===== src/rtl/arm_spi_loader_if.sv =====
// Signal bundle between the SPI boot loader and its surroundings.
// The loader side holds the SPI slave port and the RAM write port.
// The environment side holds the ARM SPI master and the RAM.
interface arm_spi_loader_if #(
  parameter int ADDR_W = 18
);
  logic              SCK;
  logic              SSEL;
  logic              MOSI;
  logic              MISO;
  logic              booting;
  logic              wr_valid;
  logic              wr_ready;
  logic [ADDR_W-1:0] wr_addr;
  logic [7:0]        wr_data;
  logic              overrun;

  // Loader side: receives SPI, issues RAM writes.
  modport master (
    input  SCK, SSEL, MOSI, wr_ready,
    output MISO, booting, wr_valid, wr_addr, wr_data, overrun
  );

  // Environment side: drives SPI, accepts RAM writes.
  modport slave (
    output SCK, SSEL, MOSI, wr_ready,
    input  MISO, booting, wr_valid, wr_addr, wr_data, overrun
  );
endinterface


===== src/rtl/arm_spi_loader.sv =====
// SPI mode-0 boot loader.
// The ARM streams "A5 a2 a1 a0 d d d ..." to write bytes into RAM from a
// big-endian start address. It sends "5A" to release the system from boot.
// All SPI inputs are resynchronised into clk. Every output is a flop.
module arm_spi_loader #(
  parameter int ADDR_W      = 18,  // must match the interface's ADDR_W, at most 24
  parameter int SYNC_STAGES = 2    // at least 2
) (
  input logic             clk,
  input logic             n_reset,
  arm_spi_loader_if.master bus
);

  typedef enum logic [2:0] {
    ST_IDLE   = 3'd0,
    ST_CMD    = 3'd1,
    ST_ADDR2  = 3'd2,
    ST_ADDR1  = 3'd3,
    ST_ADDR0  = 3'd4,
    ST_DATA   = 3'd5,
    ST_IGNORE = 3'd6
  } state_t;

  logic [1:0]             r_rst_sync;
  logic                   w_rst_n;
  logic [SYNC_STAGES-1:0] r_sck_sync;
  logic [SYNC_STAGES-1:0] r_ssel_sync;
  logic [SYNC_STAGES-1:0] r_mosi_sync;
  logic                   r_sck_prev;
  logic                   r_ssel_prev;
  state_t                 r_state;
  state_t                 w_state_next;
  logic [2:0]             r_bit_cnt;
  logic [6:0]             r_shift;
  logic [7:0]             r_last_byte;
  logic [6:0]             r_tx;
  logic                   r_miso;
  logic                   r_booting;
  logic                   r_wr_valid;
  logic [ADDR_W-1:0]      r_wr_addr;
  logic [7:0]             r_wr_data;
  logic [ADDR_W-1:0]      r_addr;
  logic                   r_overrun;

  logic w_sck, w_ssel, w_mosi;
  logic w_sck_rise, w_sck_fall, w_ssel_rise, w_ssel_fall, w_ssel_edge;
  logic w_active, w_bit_rise, w_bit_fall, w_byte_done;
  logic [7:0] w_byte;
  logic w_addr_byte, w_data_byte, w_boot_clear, w_wr_free;

  // Reset asserts at once with n_reset and releases two clk edges later.
  always_ff @(posedge clk or negedge n_reset) begin
    if (!n_reset) r_rst_sync <= 2'b00;
    else          r_rst_sync <= {r_rst_sync[0], 1'b1};
  end
  assign w_rst_n = r_rst_sync[1];

  // Resynchronise the SPI pins. Keep the previous SCK and SSEL for edge detection.
  always_ff @(posedge clk or negedge w_rst_n) begin
    if (!w_rst_n) begin
      r_sck_sync  <= '0;
      r_ssel_sync <= '1;
      r_mosi_sync <= '0;
      r_sck_prev  <= 1'b0;
      r_ssel_prev <= 1'b1;
    end else begin
      r_sck_sync  <= {r_sck_sync[SYNC_STAGES-2:0], bus.SCK};
      r_ssel_sync <= {r_ssel_sync[SYNC_STAGES-2:0], bus.SSEL};
      r_mosi_sync <= {r_mosi_sync[SYNC_STAGES-2:0], bus.MOSI};
      r_sck_prev  <= r_sck_sync[SYNC_STAGES-1];
      r_ssel_prev <= r_ssel_sync[SYNC_STAGES-1];
    end
  end

  assign w_sck       = r_sck_sync[SYNC_STAGES-1];
  assign w_ssel      = r_ssel_sync[SYNC_STAGES-1];
  assign w_mosi      = r_mosi_sync[SYNC_STAGES-1];
  assign w_sck_rise  = w_sck & ~r_sck_prev;
  assign w_sck_fall  = ~w_sck & r_sck_prev;
  assign w_ssel_fall = ~w_ssel & r_ssel_prev;
  assign w_ssel_rise = w_ssel & ~r_ssel_prev;
  assign w_ssel_edge = w_ssel_fall | w_ssel_rise;
  // If SCK moves in the same cycle as an SSEL edge, the SSEL edge wins.
  assign w_active    = ~w_ssel & ~w_ssel_edge;
  assign w_bit_rise  = w_active & w_sck_rise;
  assign w_bit_fall  = w_active & w_sck_fall;
  assign w_byte      = {r_shift, w_mosi};
  assign w_byte_done = w_bit_rise & (r_bit_cnt == 3'd7);
  // A new write may be loaded when nothing is pending, or when the pending write leaves this cycle.
  assign w_wr_free   = ~r_wr_valid | bus.wr_ready;

  // Hold the protocol state.
  always_ff @(posedge clk or negedge w_rst_n) begin
    if (!w_rst_n) r_state <= ST_IDLE;
    else          r_state <= w_state_next;
  end

  // Decode the protocol. The next state and the per-byte actions come from the state and the byte just completed.
  always_comb begin
    w_state_next = r_state;
    w_addr_byte  = 1'b0;
    w_data_byte  = 1'b0;
    w_boot_clear = 1'b0;
    if (w_ssel_rise) begin
      w_state_next = ST_IDLE;
    end else if (w_ssel_fall) begin
      w_state_next = ST_CMD;
    end else if (w_byte_done) begin
      case (r_state)
        ST_CMD: begin
          if ((w_byte == 8'hA5) && r_booting) begin
            w_state_next = ST_ADDR2;
          end else begin
            w_state_next = ST_IGNORE;
            w_boot_clear = (w_byte == 8'h5A);
          end
        end
        ST_ADDR2: begin
          w_addr_byte  = 1'b1;
          w_state_next = ST_ADDR1;
        end
        ST_ADDR1: begin
          w_addr_byte  = 1'b1;
          w_state_next = ST_ADDR0;
        end
        ST_ADDR0: begin
          w_addr_byte  = 1'b1;
          w_state_next = ST_DATA;
        end
        ST_DATA: begin
          w_data_byte  = 1'b1;
          w_state_next = ST_DATA;
        end
        ST_IGNORE: w_state_next = ST_IGNORE;
        ST_IDLE:   w_state_next = ST_IDLE;
        default:   w_state_next = ST_IDLE;
      endcase
    end else begin
      w_state_next = r_state;
    end
  end

  // Receive MOSI bits. Either SSEL edge drops a partial byte. Remember the last complete byte for MISO.
  always_ff @(posedge clk or negedge w_rst_n) begin
    if (!w_rst_n) begin
      r_bit_cnt   <= 3'd0;
      r_shift     <= 7'd0;
      r_last_byte <= 8'h00;
    end else begin
      if (w_ssel_edge) begin
        r_bit_cnt <= 3'd0;
      end else if (w_bit_rise) begin
        r_bit_cnt <= r_bit_cnt + 3'd1;
        r_shift   <= w_byte[6:0];
      end
      if (w_byte_done) r_last_byte <= w_byte;
    end
  end

  // Drive MISO on SCK falling edges. Reload the last complete byte at select and at every byte boundary.
  always_ff @(posedge clk or negedge w_rst_n) begin
    if (!w_rst_n) begin
      r_tx   <= 7'd0;
      r_miso <= 1'b0;
    end else if (w_ssel_fall || (w_bit_fall && (r_bit_cnt == 3'd0))) begin
      r_tx   <= r_last_byte[6:0];
      r_miso <= r_last_byte[7];
    end else if (w_bit_fall) begin
      r_tx   <= {r_tx[5:0], 1'b0};
      r_miso <= r_tx[6];
    end
  end

  // Assemble the start address and advance it per data byte, including dropped bytes.
  always_ff @(posedge clk or negedge w_rst_n) begin
    if (!w_rst_n) begin
      r_addr <= '0;
    end else if (w_addr_byte) begin
      r_addr <= ADDR_W'({r_addr, w_byte});
    end else if (w_data_byte) begin
      r_addr <= r_addr + ADDR_W'(1'b1);
    end
  end

  // RAM write port. A byte completing while a write is still blocked is dropped and flagged.
  always_ff @(posedge clk or negedge w_rst_n) begin
    if (!w_rst_n) begin
      r_wr_valid <= 1'b0;
      r_wr_addr  <= '0;
      r_wr_data  <= 8'h00;
      r_overrun  <= 1'b0;
    end else if (w_data_byte && w_wr_free) begin
      r_wr_valid <= 1'b1;
      r_wr_addr  <= r_addr;
      r_wr_data  <= w_byte;
    end else if (w_data_byte) begin
      r_overrun  <= 1'b1;
    end else if (r_wr_valid && bus.wr_ready) begin
      r_wr_valid <= 1'b0;
    end
  end

  // booting is cleared once by the release command and stays cleared until reset.
  always_ff @(posedge clk or negedge w_rst_n) begin
    if (!w_rst_n)          r_booting <= 1'b1;
    else if (w_boot_clear) r_booting <= 1'b0;
  end

  assign bus.MISO     = r_miso;
  assign bus.booting  = r_booting;
  assign bus.wr_valid = r_wr_valid;
  assign bus.wr_addr  = r_wr_addr;
  assign bus.wr_data  = r_wr_data;
  assign bus.overrun  = r_overrun;

endmodule

===== src/flat_wrapper.sv =====
// flat-port wrapper written by rule: the top's interface ports become plain ports
module arm_spi_loader_flat 
#(
  parameter int ADDR_W      = 18,                                                  
  parameter int SYNC_STAGES = 2                 
)
  (clk, n_reset, bus_SCK, bus_SSEL, bus_MOSI, bus_wr_ready, bus_MISO, bus_booting, bus_wr_valid, bus_wr_addr, bus_wr_data, bus_overrun);
  arm_spi_loader_if #(.ADDR_W(ADDR_W)) bus_i ();
  input logic clk;
  input logic n_reset;
  input wire logic [$bits(bus_i.SCK)-1:0] bus_SCK;
  input wire logic [$bits(bus_i.SSEL)-1:0] bus_SSEL;
  input wire logic [$bits(bus_i.MOSI)-1:0] bus_MOSI;
  input wire logic [$bits(bus_i.wr_ready)-1:0] bus_wr_ready;
  output wire logic [$bits(bus_i.MISO)-1:0] bus_MISO;
  output wire logic [$bits(bus_i.booting)-1:0] bus_booting;
  output wire logic [$bits(bus_i.wr_valid)-1:0] bus_wr_valid;
  output wire logic [$bits(bus_i.wr_addr)-1:0] bus_wr_addr;
  output wire logic [$bits(bus_i.wr_data)-1:0] bus_wr_data;
  output wire logic [$bits(bus_i.overrun)-1:0] bus_overrun;
  assign bus_i.SCK = bus_SCK;
  assign bus_i.SSEL = bus_SSEL;
  assign bus_i.MOSI = bus_MOSI;
  assign bus_i.wr_ready = bus_wr_ready;
  assign bus_MISO = bus_i.MISO;
  assign bus_booting = bus_i.booting;
  assign bus_wr_valid = bus_i.wr_valid;
  assign bus_wr_addr = bus_i.wr_addr;
  assign bus_wr_data = bus_i.wr_data;
  assign bus_overrun = bus_i.overrun;
  arm_spi_loader #(.ADDR_W(ADDR_W), .SYNC_STAGES(SYNC_STAGES)) u_core (.clk(clk), .n_reset(n_reset), .bus(bus_i));
endmodule

===== config.mk =====
export PLATFORM = sky130hd
export DESIGN_NAME = arm_spi_loader_flat
export DESIGN_NICKNAME = d
export VERILOG_FILES = /design/src/rtl/arm_spi_loader_if.sv /design/src/rtl/arm_spi_loader.sv /design/src/flat_wrapper.sv
export SDC_FILE = /design/constraint.sdc
export NUM_CORES = 1
export LEC_CHECK = 0
export CORE_AREA = 4 4 130 132
export CTS_CLUSTER_SIZE = 28
export DETAILED_ROUTE_END_ITERATION = 8
export DIE_AREA = 0 0 134 136
export SLEW_MARGIN = 30
export SYNTH_ARGS = -nofsm -noshare
export SYNTH_HDL_FRONTEND = slang
export SYNTH_SLANG_ARGS = --single-unit
export TNS_END_PERCENT = 20

===== constraint.sdc =====
create_clock -name clk -period 2.73 [get_ports clk]
set_input_delay 0.546 -clock clk [delete_from_list [all_inputs] [get_ports clk]]
set_output_delay 0.546 -clock clk [all_outputs]
set_load 0.05 [all_outputs]

Word-level counts from Yosys, hierarchy flattened. Cells that the tools add are included.

$add $sub $neg: 2. Eq/ne operators: 10. Mux-type cells: 29. Bitwise logic cells: 17. Reduce and logical (&&, ||, !) cells: 16.

Operators by type and width (count): 2-to-1 mux 18 bit (2); adder 18 x 1 -> 18 bit (second input constant) (1); 2-to-1 mux 1 bit (18); 2-to-1 mux 3 bit (6); case mux 3 bit (5 select lines) (1); 2-to-1 mux 7 bit (2); equality test 3 bit (second input constant) (4); AND 1 bit (8); equality test 8 x 7 -> 1 bit (second input constant) (1); equality test 8 bit (second input constant) (1); nonzero test 2 bit (4); NOT 1 bit (7); equality test 3 x 2 -> 1 bit (second input constant) (2); AND reduction 2 bit (3); logical AND 1 bit (4); adder 3 x 1 -> 3 bit (second input constant) (1); equality test 3 x 1 -> 1 bit (second input constant) (1); logical NOT 3 bit (1); nonzero test 3 bit (1); OR reduction 3 bit (1); != test 2 bit (second input constant) (1); bitwise OR 1 bit (2); OR reduction 2 bit (1); logical OR 1 bit (1).

Register bits after elaboration: 86. Input port bits: 6. Output and inout bits: 30. Word-level logic and storage cells: 92.

Depth between registers and ports, before layout. Gate-level depths: netlist of the first run.

Word-level depth: 13. Depth in mapped cells: 9. Mapped depth without buffers: 6.

Worst setup path before layout of the first run. Ideal clock, no wire load.

Path type: register to register. Start: register u_core.r_ssel_sync[1]. End: register u_core.r_addr[17]. Setup time: 69 ps. Data arrival time: 2352 ps. Data required time: 2661 ps. Slack: 308 ps. Stages on the path, launching flop included: 9. Buffers on the path: 2. Clock period less this slack: 2422 ps. Cell sequence: dfstp_2 -> inv_1 -> ha_1 -> or3b_1 -> buf_4 -> or3_1 -> clkbuf_1 -> or4_1 -> nand3_1.

Longest elaborated chain between the ends: 11. Elaborated cells between the ends (all ways): 16. Those cells by class: 7 x mux; 8 x bitwise; 1 x reduce/logical.

Ends and longest elaborated chain: from (decl) (RTL line arm_spi_loader.sv:27) `logic [SYNC_STAGES-1:0] r_ssel_sync;`; from (signal assigned) (RTL line arm_spi_loader.sv:68) `r_ssel_sync <= {r_ssel_sync[SYNC_STAGES-2:0], bus.SSEL};`; NOT 1 bit (RTL line arm_spi_loader.sv:80, arm_spi_loader.sv:84); AND 1 bit (RTL line arm_spi_loader.sv:80) `assign w_ssel_fall = ~w_ssel & r_ssel_prev;`; bitwise OR 1 bit (RTL line arm_spi_loader.sv:82) `assign w_ssel_edge = w_ssel_fall | w_ssel_rise;`; NOT 1 bit (RTL line arm_spi_loader.sv:84) `assign w_active = ~w_ssel & ~w_ssel_edge;`; AND 1 bit (RTL line arm_spi_loader.sv:84); AND 1 bit (RTL line arm_spi_loader.sv:85) `assign w_bit_rise = w_active & w_sck_rise;`; AND 1 bit (RTL line arm_spi_loader.sv:88) `assign w_byte_done = w_bit_rise & (r_bit_cnt == 3'd7);`; 2-to-1 mux 1 bit (RTL line arm_spi_loader.sv:108) `end else if (w_byte_done) begin`; 2-to-1 mux 1 bit (RTL line arm_spi_loader.sv:106) `end else if (w_ssel_fall) begin`; 2-to-1 mux 1 bit (RTL line arm_spi_loader.sv:104) `if (w_ssel_rise) begin`; 2-to-1 mux 18 bit / nonzero test 2 bit (equally long branches); to (signal assigned) (RTL line arm_spi_loader.sv:179) `r_addr <= ADDR_W'({r_addr, w_byte});`; to (signal assigned) (RTL line arm_spi_loader.sv:181) `r_addr <= r_addr + ADDR_W'(1'b1);`; to (decl) (RTL line arm_spi_loader.sv:42) `logic [ADDR_W-1:0] r_addr;`.

Several ways; a longest one is shown, not always the timed one. A chain may end at the register's enable or synchronous reset.

Worst setup path after layout of the first run.
Start: register u_core.r_ssel_sync[1]. End: register u_core.r_addr[8].

Same word-level chain as after synthesis.

==> metrics.txt, run 1 <==
outcome=finished clean; GRT Total Usage=0.101; worst min-delay path category=reg -> async; Sequential Area=~2200 um^2; Remaining Overflow, GRT=0; DRT antenna net count=0; most common cell in the netlist=dfrtp_1; final hold viol count=0; post-layout minimum cycle time=roughly 2.6 ns; async set-or-reset flop fraction in the synthesized netlist=1.00; drt drc=0; Worst-Skew Late Latency=0.35 ns; worst r2r src=u_core.r_ssel_sync[1]; CTS root buf=clkbuf_16; area of the multi-input gates=1630 um^2; drt total wl=about 8600 um; FP Rows=46; Post-CTS Setup Repair Bufs=0; worst-margin pin slew=0.624 ns; vias in the first global route=between 2,000 and 3,000; crit path from=u_core.r_ssel_sync[1]; Mapped Area=between 3000 and 4000 um^2; share of layout cells above drive strength 1=0.195; area grow syn2layout=23.5%; unrepaired setup endpoints after global routing=no; Synth top area share=0.528; PwrDens=~550 nW/um^2; critical path launch point type=register; drt pass-1 iters=4; # diodes=0; Worst Path Class, Setup=reg -> reg; largest net degree at the start of global routing=48; # setup viols final=0; cell taking the most area after synthesis=dfrtp_1; crit path DAT=between 2 and 3 ns; flop and latch count out of synthesis=86; FMAX=around 390 MHz; # fillers=1,589; Synth cell types=53; Seq/Total Area, Yosys=0.555; Initial Utilization=0.248; Placed Cells=approximately 580; Peak supply drop=approximately 0.30 mV; relative slew slack=0.584; first-pass GRT wire length=between 10,000 and 15,000 um; Initial DRC Count=about 220; boundary pin count=36; clock sinks=between 80 and 90; Syn. warnings=0; CTS hold repair buffers=0; total power=0.00266 W; Worst-path clk slew=about 0.060 ns; syn avg cell area=11.7 um^2; Commonest cells post-synth=82 x dfrtp_1, 40 x mux2_2, 31 x nand2_1, 17 x o21ai_0, 13 x nor2_1; CTS tree=built; DP HPWL=6040 um; Die Span Y=around 140 um; Final TNS setup=0 ns; Final Non-Filler Cells=around 600; chip width=~130 um; DIE AREA=about 18,000 um^2; worst-path fanout max=13; initial antenna violation count=0; Max Root-Sink Buffers=2; Post-Syn Instances=333; total number of H-tree levels=3; Port Buffers=35; synth top area cells=dfrtp_1 53%, mux2_2 12%, nand2_1 3.0%; Period Utilization, post-route=0.942; vias=about 2,800; GP Congestion=a little over 0.8; Worst setup EP type=register; NumNets Final=383; Synth Flop Type=dfrtp_1; number of synthesized flops with an enable pin=0; Synth Net Count=approximately 350; Leak=approximately 2.1 nW; CTS Buf Count=9; MaxCap Viol Count=0; Critical Path RT=~3 ns; Wirelength per Cell=between 10 and 15 um; clk_skew=about 0.0053 ns; pins over their slew limit=0; vias per cell=about 4.7; core area=15,700 um^2
-- metal layers --
| metal | up-vias | GRT usage | routed length, um |
|---|---|---|---|
| met5 | - | 0 | 0 |
| met4 | 0 | 0.0469 | 149 |
| li1 | 1296 | - | - |
| met2 | 80 | 0.161 | 4230 |
| met3 | 16 | 0.0311 | 463 |
| met1 | 1402 | 0.126 | 3760 |
-- kinds of logic after synthesis --
family                   synth area share
AO/OA/AOI/OAI                       0.104
other                            0.000964
adder cells (fa/ha/maj)            0.0225
AND/OR/NAND/NOR                     0.147
flip-flops                          0.555
buffers and inverters              0.0277
XOR/XNOR                          0.00450
multiplexers                        0.139
-- flip-flops by register name, indices dropped and copies added, names as in the netlist --
signal               count
u_core.bus.MISO          1
u_core.r_addr           18
u_core.r_last_byte       8
u_core.r_bit_cnt         3
u_core.bus.wr_data       8
u_core.r_sck_prev        1
u_core.r_shift           7
u_core.bus.overrun       1
u_core.bus.wr_addr      18
u_core.r_sck_sync        2
u_core.r_ssel_sync       2
u_core.bus.booting       1
u_core.bus.wr_valid      1
u_core.r_state           3
u_core.r_mosi_sync       2
u_core.r_rst_sync        2
u_core.r_tx              7
u_core.r_ssel_prev       1
-- through the flow --
step,setup slack [ns],utilization,cell area [um^2],hold WS [ns]
4_1_cts,0.170,0.305,4800,0.352
2_1_floorplan,0.164,-,3890,0.250
5_1_grt,0.00254,0.306,4800,0.354
3_3_place_gp,0.251,0.287,4510,0.335
3_5_place_dp,0.186,0.288,4530,0.340
6_report,0.157,0.306,4800,0.345
-- area by class of cell --
| class | count | share of cell area |
|---|---|---|
| Clock buffer | 15 | 0.0557 |
| Clock inverter | 1 | 0.00104 |
| Inverter | 9 | 0.00703 |
| Multi-Input combinational cell | 221 | 0.339 |
| Sequential cell | 86 | 0.450 |
| Tap cell | 216 | 0.0563 |
| Timing Repair Buffer | 43 | 0.0906 |
-- final timing paths --
kind	endpoint	slack, ns	depth (start not counted)
max in group asynchronous	u_core.bus.booting	1.71	1
worst max register to register	u_core.r_addr[8]	0.16	7
worst min-delay path	u_core.r_addr[3]	0.34	0
min in group clk	u_core.r_sck_sync[1]	0.35	0
worst max-delay path	u_core.r_addr[8]	0.16	7
worst min register to register	u_core.r_addr[3]	0.34	0
-- cells in the final DEF (no fill, tap or decap), types with 3 or more instances in the layout --
| cell | n |
|---|---|
| a21oi_1 | 12 |
| nor3_1 | 3 |
| a31oi_1 | 3 |
| clkbuf_16 | 9 |
| nor4_1 | 7 |
| a221o_1 | 4 |
| o21ai_0 | 17 |
| and4_1 | 4 |
| nand2_1 | 31 |
| nor2_1 | 13 |
| a22oi_1 | 4 |
| mux2i_1 | 9 |
| dfstp_2 | 4 |
| dfrtp_1 | 81 |
| or3_1 | 3 |
| and3_1 | 3 |
| clkdlybuf4s50_1 | 35 |
| nand4_1 | 4 |
| nor3b_1 | 4 |
| nand2b_1 | 3 |
| buf_4 | 6 |
| mux2_2 | 40 |
| inv_1 | 9 |
| clkbuf_1 | 4 |
| nand3b_1 | 3 |
| nand3_1 | 8 |
| ha_1 | 7 |
| o211ai_1 | 5 |
-- critical path: stages (launching register included) --
cell	delay (ns)
dfstp_2	0.54
inv_1	0.06
ha_1	0.24
or3b_1	0.58
or3_1	0.46
buf_4	0.20
nor4_1	0.27
a221o_1	0.16
-- report_power, final --
part           total, W  internal (W)  switching (W)
Combinational  0.000130     0.0000631      0.0000665
Sequential      0.00139       0.00132      0.0000641
Clock           0.00114      0.000666       0.000474
-- what timing repair did --
item                       CTS  global route
hold endpoints to repair     0             0
gates resized for setup      0             1
setup endpoints to repair    0             4
(Power assumes the default switching activity.)
==> run 2: changes to the inputs <==
CTS_CLUSTER_SIZE = default   (was 28)
SETUP_SLACK_MARGIN = 0.02   (was default)
==> metrics.txt, run 2 (synthesis gave the netlist of run 1 again) <==
FP Rows=46 (unchanged); met3 GRT Util=0.0311 (unchanged); unrepaired setup endpoints after global routing=no (unchanged); Worst Path Class, Setup=reg -> reg (unchanged); post-layout minimum cycle time=2.49 ns (was 2.57 ns); clock sinks=86 (unchanged); Crit Reg-Reg Endpoint=u_core.r_addr[8] (unchanged); crit path DAT=2.77 ns (was 2.85 ns); DRT antenna net count=0 (unchanged); Period Utilization, post-route=0.911 (was 0.942); vias per cell=4.72 (was 4.73); critical path launch point type=register (unchanged); chip width=134 um (unchanged); worst r2r src=u_core.r_ssel_sync[1] (unchanged); GP Congestion=0.823 (unchanged); Worst-Skew Late Latency=0.35 ns (about the same); most frequent cells in the layout=81 x dfrtp_1, 40 x mux2_2, 35 x clkdlybuf4s50_1 (unchanged); PwrDens=553 nW/um^2 (about the same); relative slew slack=0.583 (was 0.584); Die Span Y=136 um (unchanged); pins over their slew limit=0 (unchanged); Worst setup EP type=register (unchanged); area grow syn2layout=23.5% (about the same); share of layout cells above drive strength 1=0.197 (was 0.195); NumNets Final=383 (unchanged); GRT met2 Usage=0.161 (unchanged); # fillers=1,588 (was 1,589); DP HPWL=6040 um (unchanged); total power=0.00266 W (about the same); Post-CTS Setup Repair Bufs=0 (unchanged); gr busiest metal=met2 (unchanged); CTS tree=built (unchanged); drt pass-1 iters=4 (unchanged); Worst-path clk slew=0.06 ns (about the same); Max Root-Sink Buffers=2 (unchanged); Leak=2.09 nW (about the same); boundary pin count=36 (unchanged); first-pass GRT wire length=14,500 um (unchanged); core area=15,700 um^2 (unchanged); CTS root buf=clkbuf_16 (unchanged); MaxCap Viol Count=0 (unchanged); initial antenna violation count=0 (unchanged); Final TNS setup=0 ns (unchanged); FMAX=402 MHz (was 389 MHz); Wirelength per Cell=14.6 um (about the same); worst reg2reg path depth=7 (unchanged); total number of H-tree levels=3 (unchanged); Remaining Overflow, GRT=0 (unchanged); Port Buffers=35 (unchanged); DIE AREA=18,200 um^2 (unchanged); most common cell after layout, fill and taps aside=dfrtp_1 (unchanged); # diodes=0 (unchanged); final hold viol count=0 (unchanged); met1 usage=0.126 (unchanged); Initial Utilization=0.248 (unchanged); clk_skew=0.00524 ns (was 0.00530 ns); outcome=finished clean (unchanged); Initial DRC Count=235 (was 222); vias=2,790 (was 2,794); largest net degree at the start of global routing=48 (unchanged); vias in the first global route=2,728 (unchanged); drt drc=0 (unchanged); # setup viols final=0 (unchanged); drt total wl=8620 um (was 8600 um); Critical Path RT=3.01 ns (about the same); worst-path fanout max=13 (unchanged); Peak supply drop=0.301 mV (was 0.298 mV); worst-margin pin slew=0.626 ns (was 0.624 ns); CTS Buf Count=9 (unchanged); GRT Total Usage=0.101 (unchanged); worst min-delay path category=reg -> async (unchanged); flop2flop setup slack=0.24 ns (was 0.16 ns)
-- run 2: changes by cell type in the layout (fill, tap and decap cells not counted) --
cell	delta
or3b_1	-1
or3b_4	+1
-- run 2: metal layers --
metal | vias up | routed length (um)
met5 | - | 0
met2 | 74 | 4170
met1 | 1399 | 3780
met4 | 0 | 191
li1 | 1300 | -
met3 | 17 | 482
-- run 2: repair_timing --
| item | in CTS | in global routing |
|---|---|---|
| hold buffers | 0 | 0 |
| setup endpoints to repair | 0 | 5 |
| resized for setup | 0 | 2 |
-- run 2: where the power goes --
group / internal [W] / switching, W / total [W]
logic: 0.0000631 / 0.0000667 / 0.000130
registers: 0.00132 / 0.0000641 / 0.00139
clock network: 0.000666 / 0.000475 / 0.00114
-- run 2: critical path, stage by stage, from the launching register on --
cell	delay (ns)
dfstp_2	0.54
inv_1	0.06
ha_1	0.24
or3b_4	0.49
or3_1	0.42
buf_4	0.20
nor4_1	0.30
a221o_1	0.17
-- run 2: through the flow --
stage | hold WS, ns | cells | instance area, um^2 | worst slack, ns | utilization
6_report | 0.344 | 591 | 4810 | 0.242 | 0.306
3_5_place_dp | 0.340 | 575 | 4530 | 0.186 | 0.288
5_1_grt | 0.354 | 591 | 4810 | 0.135 | 0.306
3_3_place_gp | 0.335 | 574 | 4510 | 0.251 | 0.287
2_1_floorplan | 0.250 | 333 | 3890 | 0.164 | -
4_1_cts | 0.352 | 591 | 4800 | 0.170 | 0.305
-- run 2: worst max path at each step --
| stage | endpoint | from | cells after the start | slack [ns] |
|---|---|---|---|---|
| 6_report | u_core.r_addr[8] | u_core.r_ssel_sync[1] | 7 | 0.24 |
| 5_1_grt | u_core.r_addr[8] | u_core.r_ssel_sync[1] | 7 | 0.13 |
| 2_1_floorplan | u_core.bus.MISO | u_core.r_rst_sync[1] | 0 | 0.16 |
| 3_3_place_gp | u_core.r_addr[11] | u_core.r_ssel_sync[1] | 6 | 0.25 |
| 4_1_cts | u_core.r_addr[17] | u_core.r_ssel_sync[1] | 6 | 0.17 |
| 3_5_place_dp | u_core.r_addr[17] | u_core.r_ssel_sync[1] | 6 | 0.19 |
-- run 2: final cells by class --
class                           instances  area, um^2  share of cell area
Clock buffer                           15         268              0.0557
Clock inverter                          1        5.00             0.00104
Inverter                                9        33.8             0.00703
Multi-Input combinational cell        221        1630               0.340
Sequential cell                        86        2160               0.450
Tap cell                              216         270              0.0562
Timing Repair Buffer                   43         435              0.0906
==> run 3: changes to the inputs <==
GPL_ROUTABILITY_DRIVEN = 0   (was default)
clock period = 2 ns   (was 2.73 ns; I/O delays follow)
==> metrics.txt, run 3 (synthesis gave the netlist of run 1 again) <==
outcome=complete, but fails checks (was finished clean); failing checks=negative setup slack; DRT antenna net count=0 (unchanged); Worst Path Class, Setup=reg -> reg (unchanged); Comb power frac=0.072 (was 0.049); share of layout cells above drive strength 1=0.347 (was 0.197); Worst-path clk slew=0.07 ns (was 0.06 ns); worst reg2reg path depth=6 (was 7); setup slack at placement=-0.326 ns (was 0.186 ns); post-layout minimum cycle time=2.21 ns (was 2.49 ns); Max Root-Sink Buffers=2 (unchanged); GRT Total Usage=0.113 (was 0.101); Peak supply drop=0.360 mV (was 0.301 mV); DP HPWL=6620 um (was 6040 um); worst-path fanout max=4 (was 13); Remaining Overflow, GRT=0 (unchanged); Leak=2.38 nW (was 2.09 nW); drt pass-1 iters=5 (was 4); crit path DAT=2.50 ns (was 2.77 ns); relative slew slack=0.654 (was 0.583); MaxCap Viol Count=0 (unchanged); power share of the clock group=0.444 (was 0.429); worst r2r src=u_core.r_ssel_prev (was u_core.r_ssel_sync[1]); Final TNS setup=-5.73 ns (was 0 ns); P_int=0.00293 W (was 0.00205 W); Critical Path Max Stage Delay=0.54 ns (about the same); worst min-delay path category=in -> async (was reg -> async); CTS root buf=clkbuf_16 (unchanged); Port Buffers=35 (unchanged); FMAX=453 MHz (was 402 MHz); clk_skew=0.00807 ns (was 0.00524 ns); FP Rows=46 (unchanged); vias per cell=4.68 (was 4.72); area grow syn2layout=37.3% (was 23.5%); flop2flop setup slack=-0.21 ns (was 0.24 ns); pins over their slew limit=0 (unchanged); crit path buf inv count=1 (was 2); Wirelength per Cell=15.0 um (was 14.6 um); vias in the first global route=3,181 (was 2,728); # fillers=1,561 (was 1,588); # setup viols final=43 (was 0); worst-margin pin slew=0.518 ns (was 0.626 ns); NumNets Final=429 (was 383); Critical Path RT=2.29 ns (was 3.01 ns); first-pass GRT wire length=16,300 um (was 14,500 um); CTS Buf Count=9 (unchanged); Initial DRC Count=210 (was 235); core area=15,700 um^2 (unchanged); boundary pin count=36 (unchanged); sw frac=0.234 (was 0.228); critical path launch point type=register (unchanged); CP Depth=6 (was 7); DIE AREA=18,200 um^2 (unchanged); Worst setup EP type=register (unchanged); Initial Utilization=0.248 (unchanged); dpl cell area=4780 um^2 (was 4530 um^2); Period Utilization, post-route=1.10 (was 0.911); clock sinks=86 (unchanged); unrepaired setup endpoints after global routing=yes (was no); CTS tree=built (unchanged); largest net degree at the start of global routing=38 (was 48); Post-Layout Inst Area=5340 um^2 (was 4810 um^2); register share of total power=0.483 (was 0.522); chip width=134 um (unchanged); drt drc=0 (unchanged); WHS=0.213 ns (was 0.344 ns); drt total wl=9530 um (was 8620 um); initial antenna violation count=0 (unchanged); # diodes=0 (unchanged); crit path cell chain=inv_2 > ha_2 > or3b_4 > or3_4 > or4_1 > nand3_1 (was inv_1 > ha_1 > or3b_4 > or3_1 > buf_4 > nor4_1 > a221o_1); total number of H-tree levels=3 (unchanged); final hold viol count=0 (unchanged); PwrDens=717 nW/um^2 (was 553 nW/um^2); CP max-delay cell=dfstp_2 (unchanged); most common cell after layout, fill and taps aside=dfrtp_1 (unchanged); most frequent cells in the layout=81 x dfrtp_1, 43 x buf_4, 40 x mux2_2 (was 81 x dfrtp_1, 40 x mux2_2, 35 x clkdlybuf4s50_1); CTS hold repair buffers=0 (unchanged); crit path from=u_core.r_ssel_prev (was u_core.r_ssel_sync[1]); CP endpoint=u_core.r_addr[17] (was u_core.r_addr[8]); Crit Reg-Reg Endpoint=u_core.r_addr[17] (was u_core.r_addr[8]); Worst-Skew Late Latency=0.35 ns (about the same); Final Core Density=0.340 (was 0.306); CP delay by family, top=simple AND/OR/NAND/NOR gates (unchanged); final worst slack=-0.209 ns (was 0.242 ns); switching power=0.000895 W (was 0.000606 W); Die Span Y=136 um (unchanged); vias=2,979 (was 2,790)
==> run 3: changes by cell type in the layout (fill, tap and decap cells not counted), moves of 4 or more <==
cell	delta
buf_6	+11
o21ai_2	+4
o21ai_1	+9
o21ai_0	-13
buf_4	+37
==> run 3: layout make-up <==
| type | instances | area, um^2 | share of cell area |
|---|---|---|---|
| inverters | 9 | 33.8 | 0.00632 |
| repair buffers | 89 | 820 | 0.153 |
| flip-flops and latches | 86 | 2160 | 0.405 |
| well taps | 216 | 270 | 0.0506 |
| clock buffers | 11 | 243 | 0.0454 |
| multi-input cells | 221 | 1760 | 0.329 |
| clock inverters | 5 | 58.8 | 0.0110 |
==> run 3: worst min path at each step <==
stage                               from                    to  depth (start not counted)
detailed placement  u_core.r_rst_sync[1]     u_core.r_state[2]                          0
global placement    u_core.r_rst_sync[1]     u_core.r_state[1]                          0
CTS                              n_reset  u_core.r_rst_sync[1]                          1
finish                           n_reset  u_core.r_rst_sync[1]                          1
floorplan                        n_reset  u_core.r_rst_sync[0]                          0
global route                     n_reset  u_core.r_rst_sync[1]                          1
==> run 3: stage by stage <==
step	std cells	power [W]
finish	637	0.00383
global route	637	0.00401
floorplan	333	0.00202
global placement	610	0.00214
detailed placement	610	0.00216
CTS	637	0.00389
==> run 3: per-layer routing <==
metal  vias up  wire length (um)  track usage
met5         -                 0            0
met3        24               460       0.0344
met2        74              4750        0.192
met4         0               265       0.0497
met1      1493              4050        0.131
li1       1388                 -            -
==> run 3: worst register-to-register path, delay by kind of cell, from the launching register on <==
kind,cells,cell delay (ns)
adders and majority gates,1,0.18
buffers and inverters,1,0.04
DFF,1,0.54
and+or+nand+nor,4,1.40
==> run 3: repair_timing <==
item,CTS,global route
cloned,1,0
setup buffers,11,0
pin swaps,10,13
resized for setup,42,19
endpoints found under the setup margin,61,63
==> run 3: power groups by stage <==
| stage | clock, W | combinational, W | sequential [W] |
|---|---|---|---|
| 3_3_place_gp | 0 | 0.000264 | 0.00188 |
| 6_report | 0.00170 | 0.000277 | 0.00185 |
| 4_1_cts | 0.00176 | 0.000280 | 0.00185 |
| 5_1_grt | 0.00183 | 0.000312 | 0.00186 |
| 2_1_floorplan | 0 | 0.000101 | 0.00192 |
| 3_5_place_dp | 0 | 0.000271 | 0.00188 |
